$ cat src/rtl/display_lcd_driver.sv
// display_lcd_driver
// Streams a 32-character display buffer to a 16x2 HD44780-compatible LCD
// over its 8-bit parallel bus. After the power-on delay and the init command
// sequence, the buffer is snapshotted and both lines are refreshed
// continuously, one frame per snapshot.
// Optional build macro LCD_CHANGE_ONLY_EN: only send a frame when the buffer
// differs from the last transmitted snapshot (the first frame is always sent).
module display_lcd_driver #(
    parameter int DisplayBufferSize = 256,
    parameter int PowerOnCycles     = 1000000,
    parameter int EnablePulseCycles = 25,
    parameter int CmdWaitCycles     = 2500,
    parameter int ClearWaitCycles   = 100000
) (
    input  logic                         clk,
    input  logic                         reset,
    input  logic [DisplayBufferSize-1:0] DisplayBuffer,
    output logic                         LCD_RS,
    output logic                         LCD_RW,
    output logic                         LCD_E,
    output logic [7:0]                   LCD_DATA,
    output logic                         InitDone,
    output logic                         FrameDone
);

    // Terminal counts: each phase counter runs 0 .. N-1.
    localparam logic [31:0] POWER_LAST = 32'(PowerOnCycles - 1);
    localparam logic [31:0] PULSE_LAST = 32'(EnablePulseCycles - 1);
    localparam logic [31:0] CMD_LAST   = 32'(CmdWaitCycles - 1);
    localparam logic [31:0] CLEAR_LAST = 32'(ClearWaitCycles - 1);

    typedef enum logic [1:0] {POWER_WAIT, INIT, SNAPSHOT, FRAME} state_t;
    typedef enum logic [1:0] {SETUP, PULSE, HOLD} phase_t;

    state_t                       r_state;
    phase_t                       r_phase;
    logic [31:0]                  r_cnt;
    logic [5:0]                   r_idx;
    logic [DisplayBufferSize-1:0] r_snap;
    logic [31:0]                  w_hold_last;
    logic                         w_take;

    // Init command list, issued in index order.
    function automatic logic [7:0] f_init_cmd(input logic [5:0] idx);
        case (idx)
            6'd0, 6'd1, 6'd2: return 8'h38;
            6'd3:             return 8'h0C;
            6'd4:             return 8'h01;
            default:          return 8'h06;
        endcase
    endfunction

    // Character k sits in the k-th byte counted from the top of the buffer.
    function automatic logic [7:0] f_char(input logic [DisplayBufferSize-1:0] snap,
                                          input logic [4:0] k);
        logic [DisplayBufferSize-1:0] w;
        w = snap << {k, 3'b000};
        return w[DisplayBufferSize-1 -: 8];
    endfunction

    // Frame transfer order: 0x80, chars 0..15, 0xC0, chars 16..31.
    function automatic logic [7:0] f_frame_byte(input logic [DisplayBufferSize-1:0] snap,
                                                input logic [5:0] idx);
        logic [5:0] k;
        if (idx == 6'd0)       return 8'h80;
        else if (idx == 6'd17) return 8'hC0;
        else if (idx <= 6'd16) k = idx - 6'd1;
        else                   k = idx - 6'd2;
        return f_char(snap, k[4:0]);
    endfunction

    function automatic logic f_frame_rs(input logic [5:0] idx);
        return !(idx == 6'd0 || idx == 6'd17);
    endfunction

    // Clear-display needs the long wait; every other transfer uses the short one.
    assign w_hold_last = (!LCD_RS && LCD_DATA == 8'h01) ? CLEAR_LAST : CMD_LAST;
    assign LCD_RW      = 1'b0;

`ifdef LCD_CHANGE_ONLY_EN
    logic r_sent;

    assign w_take = !r_sent || (DisplayBuffer != r_snap);

    // Remember that at least one frame has been started since reset.
    always_ff @(posedge clk) begin
        if (reset) begin
            r_sent <= 1'b0;
        end else if (r_state == SNAPSHOT && w_take) begin
            r_sent <= 1'b1;
        end
    end
`else
    assign w_take = 1'b1;
`endif

    // Main sequencer: power wait, init commands, snapshot/frame refresh loop.
    always_ff @(posedge clk) begin
        if (reset) begin
            r_state   <= POWER_WAIT;
            r_phase   <= SETUP;
            r_cnt     <= '0;
            r_idx     <= '0;
            r_snap    <= '0;
            LCD_RS    <= 1'b0;
            LCD_E     <= 1'b0;
            LCD_DATA  <= 8'h00;
            InitDone  <= 1'b0;
            FrameDone <= 1'b0;
        end else begin
            FrameDone <= 1'b0;
            case (r_state)
                POWER_WAIT: begin
                    if (r_cnt == POWER_LAST) begin
                        r_state  <= INIT;
                        r_phase  <= SETUP;
                        r_cnt    <= '0;
                        r_idx    <= '0;
                        LCD_RS   <= 1'b0;
                        LCD_DATA <= f_init_cmd(6'd0);
                    end else begin
                        r_cnt <= r_cnt + 32'd1;
                    end
                end
                SNAPSHOT: begin
                    if (w_take) begin
                        r_snap   <= DisplayBuffer;
                        r_state  <= FRAME;
                        r_phase  <= SETUP;
                        r_cnt    <= '0;
                        r_idx    <= '0;
                        LCD_RS   <= 1'b0;
                        LCD_DATA <= 8'h80;
                    end
                end
                default: begin
                    case (r_phase)
                        SETUP: begin
                            LCD_E   <= 1'b1;
                            r_phase <= PULSE;
                            r_cnt   <= '0;
                        end
                        PULSE: begin
                            if (r_cnt == PULSE_LAST) begin
                                LCD_E   <= 1'b0;
                                r_phase <= HOLD;
                                r_cnt   <= '0;
                            end else begin
                                r_cnt <= r_cnt + 32'd1;
                            end
                        end
                        default: begin
                            if (r_cnt == w_hold_last) begin
                                r_cnt <= '0;
                                if (r_state == INIT) begin
                                    if (r_idx == 6'd5) begin
                                        InitDone <= 1'b1;
                                        r_state  <= SNAPSHOT;
                                    end else begin
                                        r_idx    <= r_idx + 6'd1;
                                        r_phase  <= SETUP;
                                        LCD_RS   <= 1'b0;
                                        LCD_DATA <= f_init_cmd(r_idx + 6'd1);
                                    end
                                end else begin
                                    if (r_idx == 6'd33) begin
                                        FrameDone <= 1'b1;
                                        r_state   <= SNAPSHOT;
                                    end else begin
                                        r_idx    <= r_idx + 6'd1;
                                        r_phase  <= SETUP;
                                        LCD_RS   <= f_frame_rs(r_idx + 6'd1);
                                        LCD_DATA <= f_frame_byte(r_snap, r_idx + 6'd1);
                                    end
                                end
                            end else begin
                                r_cnt <= r_cnt + 32'd1;
                            end
                        end
                    endcase
                end
            endcase
        end
    end

endmodule

$ cat config.mk
export PLATFORM = sky130hd
export DESIGN_NAME = display_lcd_driver
export DESIGN_NICKNAME = d
export VERILOG_FILES = /design/src/rtl/display_lcd_driver.sv
export SDC_FILE = /design/constraint.sdc
export NUM_CORES = 1
export LEC_CHECK = 0
export CAP_MARGIN = 25
export CORE_ASPECT_RATIO = 1.4
export CORE_MARGIN = 2
export CORE_UTILIZATION = 40
export CTS_BUF_LIST = sky130_fd_sc_hd__clkbuf_16
export DETAILED_ROUTE_END_ITERATION = 8
export PLACE_DENSITY = 0.75
export SLEW_MARGIN = 20
export SYNTH_ARGS = -nofsm -noshare
export SYNTH_HDL_FRONTEND = slang
export SYNTH_SLANG_ARGS = --single-unit
export TNS_END_PERCENT = 10
$ cat constraint.sdc
create_clock -name clk -period 8.9 [get_ports clk]
set_clock_uncertainty 0.1 [all_clocks]
set_input_delay 1.78 -clock clk [delete_from_list [all_inputs] [get_ports clk]]
set_output_delay 1.78 -clock clk [all_outputs]
set_load 0.005 [all_outputs]
==> results of run 1 <==
[how the worst max path moves through the flow]
stage,start,end,slack (ns),cells past startpoint
2_1_floorplan,r_idx[0],LCD_DATA[1],5.22,16
3_3_place_gp,r_idx[0],LCD_DATA[1],4.21,14
3_5_place_dp,r_idx[0],LCD_DATA[1],4.09,14
4_1_cts,r_idx[0],LCD_DATA[1],4.07,14
5_1_grt,r_idx[0],LCD_DATA[1],3.66,14
6_report,r_idx[0],LCD_DATA[1],3.95,14
[layer usage]
metal	up-vias	global-route usage	share of wire
met1	6187	0.280	0.38
li1	6310	-	-
met4	0	0.141	0.061
met5	-	0	0
met3	130	0.0334	0.060
met2	513	0.421	0.50
[registers in the layout, indices dropped and copies added (netlist names)]
register	flops
FrameDone	1
r_state	2
LCD_E	1
r_phase	2
r_idx	6
LCD_DATA	8
InitDone	1
LCD_RS	1
r_cnt	32
r_snap	256
[where the power goes]
part	switching, uW	leakage, uW	internal [uW]
combinational	47.2	0.00291	104
clock	546	0.000477	687
sequential	1.29	0.00250	1390
[cells in the final DEF (no fill, tap or decap), types with 4 or more instances in the layout]
cell	count
nor2_1	72
mux2i_1	34
clkbuf_16	31
a311oi_1	6
a31oi_1	7
nor2b_1	7
or3_1	6
nor3_1	12
xor2_1	15
a211oi_1	10
clkinv_1	6
nand2b_1	5
a21oi_1	278
nand3_1	36
a22oi_1	4
a2111oi_0	4
o211ai_1	7
dfxtp_1	310
buf_4	10
a221oi_1	4
and2_1	5
clkdlybuf4s50_1	268
and3_1	15
nor4_1	6
ha_1	10
inv_1	18
xnor2_1	19
o21ai_1	7
nand4_1	14
mux4_2	48
o21ai_0	10
and4_1	4
nand2_1	595
diode_2	4
[logic make-up (layout without fill, tap and decap cells)]
logic type / Yosys count / after routing / share of synthesized area
flip-flops: 310 / 310 / 0.442
multiplexers: 82 / 82 / 0.101
adder cells (fa/ha/maj): 10 / 10 / 0.00892
XOR/XNOR: 38 / 38 / 0.0242
AND/OR/NAND/NOR: 796 / 796 / 0.234
other: 1 / 5 / 0.000267
buffers and inverters: 140 / 348 / 0.0421
AO/OA/AOI/OAI: 364 / 364 / 0.147
[final cells by class]
| type | instances | share of cell area |
|---|---|---|
| multi-input cells | 1291 | 0.408 |
| flip-flops and latches | 310 | 0.346 |
| repair buffers | 283 | 0.159 |
| clock buffers | 31 | 0.0432 |
| well taps | 456 | 0.0318 |
| clock inverters | 22 | 0.00921 |
| inverters | 12 | 0.00251 |
| diodes | 4 | 0.000558 |
[worst max-delay path, stage by stage, from the launching register on]
cell       delay [ns]
dfxtp_1          0.70
inv_1            0.33
ha_1             0.47
inv_1            0.14
ha_1             0.27
inv_1            0.07
or3_1            0.30
a31oi_1          0.26
o2bb2ai_1        0.33
or2_1            0.65
a221oi_1         0.21
nor4_1           0.41
a211oi_1         0.14
a211o_1          0.31
a31oi_1          0.17
[through the flow]
step                hold WS, ns  cell area [sq um]
finish                    0.354              17900
global route              0.371              17900
CTS                       0.353              17900
detailed placement        0.345              16900
global placement          0.340              16900
floorplan                 0.330              14000
==> run metrics, run 1 <==
setup slack, reg-to-reg 3.95 ns; area occupied by registers 0.00621 sq mm; Max VDD drop 131 uV; post-cts resize count 0; Max H-tree Level 1; Tot Pwr 2770 uW; Synth cell types 65; Placer Congestion 0.968; max_cap viols 0; Synth Cell Area 0.0140 sq mm; flops & latches, synth 310; Final Slew Violations 0; DP HPWL 33,200 microns; PortBufs 269; final period utilization 0.556; Starting Density 0.404; Critical Path Start Type flip-flop; unrepaired setup endpoints after global routing no; # fillers 3,178; Avg Cell Area, Syn 8.06 sq um; worst hold path depth 2; post-synth net total 2,009; dpl ws 4.09 ns; Post-synth EDFFs 0; initial DRC count 1,265; layout cells sized above 1 0.0626; CTS max path bufs 3; status complete, no violations; largest net degree at the start of global routing 118; Final WS setup 3.95 ns; YS warnings 0; WP data arrival 5.33 ns; Die Y-Extent 226 microns; Slew headroom 0.323; Layout area overhead 27.8%; Hold Crit Class flip-flop to flip-flop; register area share after synthesis 0.442; worst endpoint required time 9.29 ns; CTS Sinks 310; leak pwr 0.00588 uW; Multi-input gate area 0.00732 sq mm; fin crit period 4.95 ns; worst r2r src r_idx[0]; critical path class flip-flop to flip-flop; die area 0.0366 sq mm; sink of the worst hold path r_snap[110]; Max Freq 202 MHz; global-route wire length before repair 69,200 microns; Hold Buf Count CTS 0; Clk pin slew, worst setup/hold paths 0.06 ns; Clock Root Buffer clkbuf_16; final hold vios 0; drt pass-1 iters 6; count leader, synth nand2_1; leading area contributor after synthesis dfxtp_1; CTS tree yes; GRT overflow 0; Worst-Margin Slew 1.01 ns; Die X 162 microns; Nets 2,197; worst flop-to-flop path endpoint LCD_DATA[1]; Cells after Synth 1,741; post-CTS setup buffers 0; Area contributors post-synth dfxtp_1 (44%), nand2_1 (16%), a21oi_1 (9.9%); Post-synth top cells nand2_1 (596), dfxtp_1 (310), a21oi_1 (278); hold_sp r_snap[110]; Worst Path Max Fanout 20; final setup fails 0; drt wl/cell 18.9 microns; initial antenna violation count 4; routed vias 13.1k; R2R depth 14; boundary pin count 271; Antenna Nets Post-Route 0; Inst Count DP 2,350; DR DRC count 0; Finished Layout Cells 2,409; Sum Neg Setup Slack 0 ns; final core utilization 0.516; Worst setup EP type flip-flop; Tot GR Track Use 0.241; share of the synthesized area in the top cell type 0.442; Site Rows 81; clk_lat worst skew 0.57 ns; total CTS buffers 31; Async SR Flop Fraction 0; Via density 5.45; power density cells 155 mW/mm^2; Core Box Area 0.0348 sq mm; WL final 45,500 microns; prevailing post-synth register cell dfxtp_1; vias in the first global route 12.8k
Note: power is estimated with default switching activity, not from simulation.
==> run 2, diff against run 1 <==
--- a/config.mk
+++ b/config.mk
@@ -11,7 +11,7 @@
 export CORE_UTILIZATION = 40
 export CTS_BUF_LIST = sky130_fd_sc_hd__clkbuf_16
 export DETAILED_ROUTE_END_ITERATION = 8
-export PLACE_DENSITY = 0.75
+export PLACE_DENSITY = 0.78
 export SLEW_MARGIN = 20
 export SYNTH_ARGS = -nofsm -noshare
 export SYNTH_HDL_FRONTEND = slang
==> constraint.sdc (replaced) <==
create_clock -name clk -period 4.1 [get_ports clk]
set_clock_uncertainty 0.1 [all_clocks]
set_input_delay 0.82 -clock clk [delete_from_list [all_inputs] [get_ports clk]]
set_output_delay 0.82 -clock clk [all_outputs]
set_load 0.005 [all_outputs]
==> run metrics, run 2 (same netlist as run 1, synthesis figures left out) <==
Die Y-Extent 226 microns; Finished Layout Cells 2,443; global-route wire length before repair 69,400 microns; Max H-tree Level 1; CTS Sinks 310; Antenna Nets Post-Route 0; Clk pin slew, worst setup/hold paths 0.07 ns; worst hold path depth 2; Hold Crit Class flip-flop to flip-flop; drt wl/cell 18.6 microns; area occupied by registers 0.00621 sq mm; Worst Path Max Fanout 9; Max Freq 259 MHz; critical path's largest stage delay 0.50 ns; Worst-Margin Slew 0.914 ns; Final WS setup 0.235 ns; cell breakdown of the critical path ha_1 -> xnor2_1 -> ha_1 -> inv_1 -> or3_1 -> a31oi_1 -> o2bb2ai_1 -> buf_4 -> o21ai_0 -> a22o_1 -> a2111oi_0 -> a211oi_1 -> a211o_1 -> a31oi_1; worst endpoint required time 4.50 ns; Reg with most FFs r_snap; layout cells sized above 1 0.0805; Die X 162 microns; Tot GR Track Use 0.241; CTS max path bufs 3; Hold Buf Count CTS 0; critical path class flip-flop to flip-flop; Clock Root Buffer clkbuf_16; status complete, no violations; drt pass-1 iters 5; slowest CP cell dfxtp_1; Placer Congestion 0.909; Nets 2,230; Starting Density 0.404; Multi-input gate area 0.00733 sq mm; PortBufs 269; Worst setup EP type flip-flop; die area 0.0366 sq mm; met3 wire len 2260 microns; most frequent cells in the layout nand2_1 (595), dfxtp_1 (310), a21oi_1 (278), clkdlybuf4s50_1 (268), nor2_1 (72); Slew headroom 0.391; DR DRC count 0; final setup fails 0; Post-Route M1 WL 17,700 microns; fin crit period 3.87 ns; max_cap viols 0; CTS tree yes; largest net degree at the start of global routing 151; Final Slew Violations 0; routed vias 13.3k; commonest non-fill, non-tap cell in the layout nand2_1; R2R depth 14; total CTS buffers 31; WL final 45,500 microns; initial DRC count 1,009; Inst Count DP 2,385; Via density 5.46; Sum Neg Setup Slack 0 ns; vias in the first global route 13.0k; top flop regs r_snap: 256 flops, r_cnt: 32 flops, LCD_DATA: 8 flops; leak pwr 0.00609 uW; Critical Path Start Type flip-flop; power density cells 338 mW/mm^2; Site Rows 81; final period utilization 0.943; clk_lat worst skew 0.58 ns; final hold vios 0; Max VDD drop 310 uV; WP data arrival 4.26 ns; Layout area overhead 30.6%; unrepaired setup endpoints after global routing no; DP HPWL 33,800 microns; Met2 Wirelength 22,800 microns; initial antenna violation count 0; # fillers 3,178; final core utilization 0.527; DR top layer met4; boundary pin count 271; max reg flops 256; GRT overflow 0; antenna cells 0; Core Box Area 0.0348 sq mm; dpl ws 0.247 ns
## run 2: cell count changes in the layout (fill, tap and decap cells not counted), sizes merged
cell / before / now
diode: 4 / 0
clkinvlp: 2 / 1
bufinv: 2 / 4
buf: 14 / 47
clkinv: 11 / 17
inv: 19 / 17
## run 2: area by class of cell
cell class | instances | share of cell area
clock buffers | 31 | 0.0423
repair buffers | 316 | 0.173
well taps | 456 | 0.0311
inverters | 12 | 0.00246
multi-input cells | 1291 | 0.400
clock inverters | 27 | 0.0131
flip-flops and latches | 310 | 0.339
## run 2: worst paths after layout
path	slack, ns	endpoint	from
setup / recovery	0.23	LCD_DATA[1]	r_idx[1]
hold / removal	0.35	r_snap[248]	r_snap[248]
setup reg to reg	0.23	LCD_DATA[1]	r_idx[1]
hold reg to reg	0.35	r_snap[248]	r_snap[248]
## run 2: critical path: cells and delay by family (launching register included)
family,cells,cell delay (ns)
AOI/OAI and AO/OA,8,1.80
adders and majority gates,2,0.60
DFF,1,0.50
and+or+nand+nor,1,0.31
xor gates and xnor gates,1,0.23
buffers and inverters,2,0.23
## run 2: report_power, final
| part | switching (uW) | internal (uW) | leakage (uW) |
|---|---|---|---|
| Clock | 1230 | 1630 | 0.000507 |
| Sequential | 2.76 | 3010 | 0.00250 |
| Combinational | 106 | 223 | 0.00309 |
| Total | 1340 | 4860 | 0.00609 |
## run 2: metal layers
layer	track usage	vias up
li1	-	6382
met1	0.283	6339
met2	0.423	480
met3	0.0290	138
met4	0.140	0
met5	0	-
## run 2: repair_timing
action,in CTS,in global routing
gates resized for setup,0,2
buffers inserted,0,0
hold endpoints to repair,0,0
endpoints found under the setup margin,0,3
## run 2: through the flow
| stage | cell area, sq um | power [uW] | hold slack, ns |
|---|---|---|---|
| floorplan | 14000 | 3130 | 0.330 |
| global placement | 17300 | 3410 | 0.340 |
| finish | 18300 | 6200 | 0.353 |
| CTS | 18300 | 6230 | 0.353 |
| detailed placement | 17300 | 3410 | 0.344 |
| global route | 18300 | 6390 | 0.366 |
==> edit 1 (config.mk and constraints of run 2) <==
Register the output `FrameDone` once more, with the module's reset; this adds one clock of latency there. The other outputs are not delayed to match.
--- a/src/rtl/display_lcd_driver.sv
+++ b/src/rtl/display_lcd_driver.sv
@@ -32,4 +32,6 @@
     typedef enum logic [1:0] {POWER_WAIT, INIT, SNAPSHOT, FRAME} state_t;
     typedef enum logic [1:0] {SETUP, PULSE, HOLD} phase_t;
+
+    logic FrameDone_s0;
 
     state_t                       r_state;
@@ -107,7 +109,7 @@
             LCD_DATA  <= 8'h00;
             InitDone  <= 1'b0;
-            FrameDone <= 1'b0;
+            FrameDone_s0 <= 1'b0;
         end else begin
-            FrameDone <= 1'b0;
+            FrameDone_s0 <= 1'b0;
             case (r_state)
                 POWER_WAIT: begin
@@ -165,5 +167,5 @@
                                 end else begin
                                     if (r_idx == 6'd33) begin
-                                        FrameDone <= 1'b1;
+                                        FrameDone_s0 <= 1'b1;
                                         r_state   <= SNAPSHOT;
                                     end else begin
@@ -184,4 +186,12 @@
     end
 
+    always_ff @(posedge clk) begin
+        if (reset) begin
+            FrameDone <= '0;
+        end else begin
+            FrameDone <= FrameDone_s0;
+        end
+    end
+
 endmodule
 
Check against the original RTL: no difference found for any inputs over 4 cycles, from zero or initial values and one cycle with reset high; that may be too few to reach the edited logic, so the function may still have changed.
==> edit 1 against run 2 <==
- sequential power barely moved
- first-iteration DRC count up 29%
- total power increased by 1.7%
- worst hold slack worse by 0.0050 ns
- routed wire length grew 12%
- synthesized area grew 2.8%
- final cell count rose by 8.8%
- worst setup slack better by 0.064 ns
- cell area up 1.8%
- sequential cell count up 1
- critical endpoint is now LCD_DATA[6]
- largest power group unchanged
- highest routed layer unchanged
==> edit 1: results (changes against run 2) <==
metric,value,unit,change
vias in the first global route,14300,,+10%
Layout area overhead,29.3,%,
PortBufs,269,,unchanged
Synth Flop Type,dfxtp_1,,
post-synthesis sequential area ratio,43.1,%,-1.1 points
DR iter-0 viols,1297,,+29%
r2r setup slk,0.30,ns,+0.06 ns
Min-Delay Startpoint,FrameDone_s0,,
ant diodes,0,,unchanged
Hold WS,0.348,ns,-0.00496 ns
Peak VDD IR,0.318,mV,+2.7%
Power Sequential,3.03,mW,about the same
status,"complete, no violations",,
Post-DP HPWL,38000,um,+12%
Filler cells,3427,,+7.8%
sw power,1.31,mW,-1.8%
Synth cell types,80,,+23%
Worst Hold Class,flop to flop,,
"top cells by area, synth","dfxtp_1 (43%), nand2_1 (18%), a21oi_1 (11%)",,
slowest CP cell,o311ai_4,,
first-pass GRT wire length,77800,um,+12%
syn nets,2239,,+11%
largest net degree at the start of global routing,100,,-34%
Worst Path Max Fanout,11,,+2
DR vias/cell,5.53,,+1.3%
CP peak stage delay,0.73,ns,+0.23 ns
total track usage,26.4,%,+2.3 points
layout cell share with drive strength beyond 1,6.24,%,-1.8 points
leakage,6.20,nW,+1.7%
Post-synth top cells,"nand2_1 (711), dfxtp_1 (311), a21oi_1 (305)",,
Power Clock,2.96,mW,+3%
Post-DP Area,17600,sq um,+1.8%
Worst Reg-to-Reg Cells,11,,-3
Worst EP arrival,4.23,ns,-0.03 ns
routed wire length per instance,19.2,um,+3.0%
CTS resizes,0,,unchanged
Hold EP,FrameDone,,
RePlAce Congestion,0.904,,-0.56%
Worst slew margin,30.4,%,-8.7 points
"Async S/R FF share, synth",0,%,unchanged
worst setup path endpoint,LCD_DATA[6],,
drt pass-1 iters,6,,+1
Final nets,2443,,+9.6%
hold depth,1,,-1
Post-CTS Setup Repair Bufs,0,,unchanged
startpoint types,flop,,
edit 1: stage by stage:
stage | total power, mW | worst slack (ns) | std cells
after floorplan | 3.15 | 0.585 | 1971
after global placement | 3.41 | 0.278 | 2604
after global routing | 6.48 | 0.0479 | 2659
final | 6.30 | 0.298 | 2659
after CTS | 6.34 | 0.359 | 2659
after detailed placement | 3.41 | 0.400 | 2604
edit 1: area by class of cell:
type | count | share of cell area [%]
Inverter | 14 | 0.282
Sequential cell | 311 | 33.4
Clock buffer | 31 | 4.16
Clock inverter | 24 | 1.48
Multi-Input combinational cell | 1496 | 40.7
Timing Repair Buffer | 321 | 16.9
Tap cell | 462 | 3.10
edit 1: worst max-delay path, delay by kind of cell (launching register included):
kind	cells	cell delay, ns
AOI/OAI and AO/OA	6	1.46
muxes	1	0.61
DFF	1	0.54
and+or+nand+nor	2	0.45
adders and majority gates	1	0.30
buffers and inverters	1	0.27
edit 1: kinds of logic (layout without fill, tap and decap cells):
family,after synthesis,count (layout),share of synthesized area [%]
AO/OA/AOI/OAI,435,435,17.8
XOR/XNOR,38,38,2.44
adder cells (fa/ha/maj),10,10,0.867
buffers and inverters,164,390,4.61
flip-flops,311,311,43.1
multiplexers,35,35,3.12
other,1,1,0.0260
AND/OR/NAND/NOR,977,977,28.0
edit 1: layer usage:
| layer | vias up | part of all wire (%) | global-route usage, % |
|---|---|---|---|
| li1 | 7079 | - | - |
| met1 | 6922 | 40 | 31.7 |
| met2 | 571 | 50 | 46.6 |
| met3 | 136 | 5.3 | 2.83 |
| met4 | 0 | 4.9 | 12.5 |
| met5 | - | 0 | 0 |
==> edit 2 (settings of run 2) <==
Without the edit above. Set the parameter `DisplayBufferSize` to 128 (it was 256).
--- a/src/rtl/display_lcd_driver.sv
+++ b/src/rtl/display_lcd_driver.sv
@@ -7,5 +7,5 @@
 // differs from the last transmitted snapshot (the first frame is always sent).
 module display_lcd_driver #(
-    parameter int DisplayBufferSize = 256,
+    parameter int DisplayBufferSize = 128,
     parameter int PowerOnCycles     = 1000000,
     parameter int EnablePulseCycles = 25,
Ports: changed (resized DisplayBuffer); port bits go from 271 to 143. No check against the original RTL was run, so the function may have changed too.
==> edit 2 against run 2 <==
- worst setup slack improved by 0.25 ns
- global-route usage down 2.6 points
- combinational power is 50% lower
- sequential cell count decreased by 128
- synthesized area fell by 36%
- cell area down 38%
- total power decreased by 42%
- routed wire length down 45%
==> edit 2: results (changes against run 2) <==
metric,value,unit,change
first-pass GRT wire length,40300,um,-42%
Final nets,1381,,-38%
WL met3,1120,um,-50%
Worst EP arrival,3.84,ns,-0.42 ns
GR Layer Usage met1,27.4,%,-0.89 points
Top Registers,"r_snap: 128 flops, r_cnt: 32 flops, LCD_DATA: 8 flops",,
syn nets,1277,,-36%
r2r setup slk,0.48,ns,+0.25 ns
GR met2 Demand/Resource,35.5,%,-6.8 points
DP Cell Count,1524,,-36%
Layout Cells excl Fill,1556,,-36%
CP peak stage delay,0.69,ns,+0.19 ns
Post-synth top cells,"nand2_1 (304), dfxtp_1 (182), a21oi_1 (156)",,
vias in the first global route,7966,,-39%
Synth cell types,75,,+15%
status,"complete, no violations",,
Routed met1 length,10800,um,-39%
total track usage,21.5,%,-2.6 points
Post-DP HPWL,18500,um,-45%
Critical Path Source,r_idx[0],,
Power Clock,1.65,mW,-42%
Hold EP,r_snap[13],,
clock tree buffer depth,2,,-1
Peak VDD IR,0.292,mV,-5.9%
Post-Synthesis Cells,1138,,-35%
Slew @ Worst Pin,0.952,ns,+0.0384 ns
Worst-Skew Late Latency,0.43,ns,-0.15 ns
xor/xnor cell area share of the yosys netlist,3.50,%,+1.1 points
FF-to-FF End,LCD_DATA[3],,
Min-Delay Startpoint,r_snap[13],,
Power Sequential,1.77,mW,-41%
grt met3 use,3.24,%,+0.34 points
DR vias/cell,5.41,,-0.96%
RePlAce Congestion,0.894,,-1.7%
Hold WS,0.355,ns,+0.00259 ns
met2 WL post-DR,12200,um,-46%
PortBufs,141,,-48%
Worst Reg-to-Reg Cells,12,,-2
Sw Ratio,22.1,%,+0.53 points
PwrDens,318,nW/um^2,-6.1%
Filler cells,2133,,-33%
==> edit 2: changes by cell type in the layout (fill, tap and decap cells not counted), moves of 7 or more <==
| cell | before | now |
|---|---|---|
| nand3_1 | 36 | 29 |
| clkbuf_16 | 31 | 17 |
| o22ai_1 | 2 | 13 |
| clkinv_1 | 10 | 1 |
| xor2_1 | 15 | 24 |
| clkdlybuf4s50_1 | 268 | 140 |
| mux2i_1 | 34 | 61 |
| nand2_1 | 595 | 304 |
| nor3_1 | 12 | 22 |
| buf_4 | 38 | 21 |
| dfxtp_1 | 310 | 182 |
| a21oi_1 | 278 | 155 |
| xnor2_1 | 19 | 11 |
| mux4_2 | 48 | 10 |
==> edit 2: logic make-up after synthesis <==
group	count (synthesis)
multiplexers	75
AO/OA/AOI/OAI	239
AND/OR/NAND/NOR	502
buffers and inverters	94
flip-flops	182
XOR/XNOR	36
adder cells (fa/ha/maj)	9
other	1
==> edit 2: worst reg2reg max path: stages, from the launching register on <==
cell       delay, ns
dfxtp_1         0.32
buf_4           0.17
ha_1            0.30
or3b_1          0.21
a21oi_1         0.10
o311ai_4        0.70
buf_4           0.27
mux2_2          0.45
o22ai_1         0.19
nor3_1          0.07
o2111ai_1       0.27
nand3_1         0.13
a32o_1          0.23
==> edit 2: area by class of cell <==
type                            instances  share of cell area [%]
Clock buffer                           17                    3.77
Clock inverter                         15                    1.46
Inverter                               15                   0.499
Multi-Input combinational cell        862                    44.3
Sequential cell                       182                    32.3
Tap cell                              301                    3.33
Timing Repair Buffer                  164                    14.3
==> edit 2: through the flow <==
stage               util (%)  area, sq um  setup WS [ns]
finish                  50.5        11300          0.484
global route            50.5        11300          0.277
CTS                     50.5        11300          0.481
detailed placement      47.9        10700          0.493
global placement        47.9        10700          0.577
floorplan                  -         9010          0.422
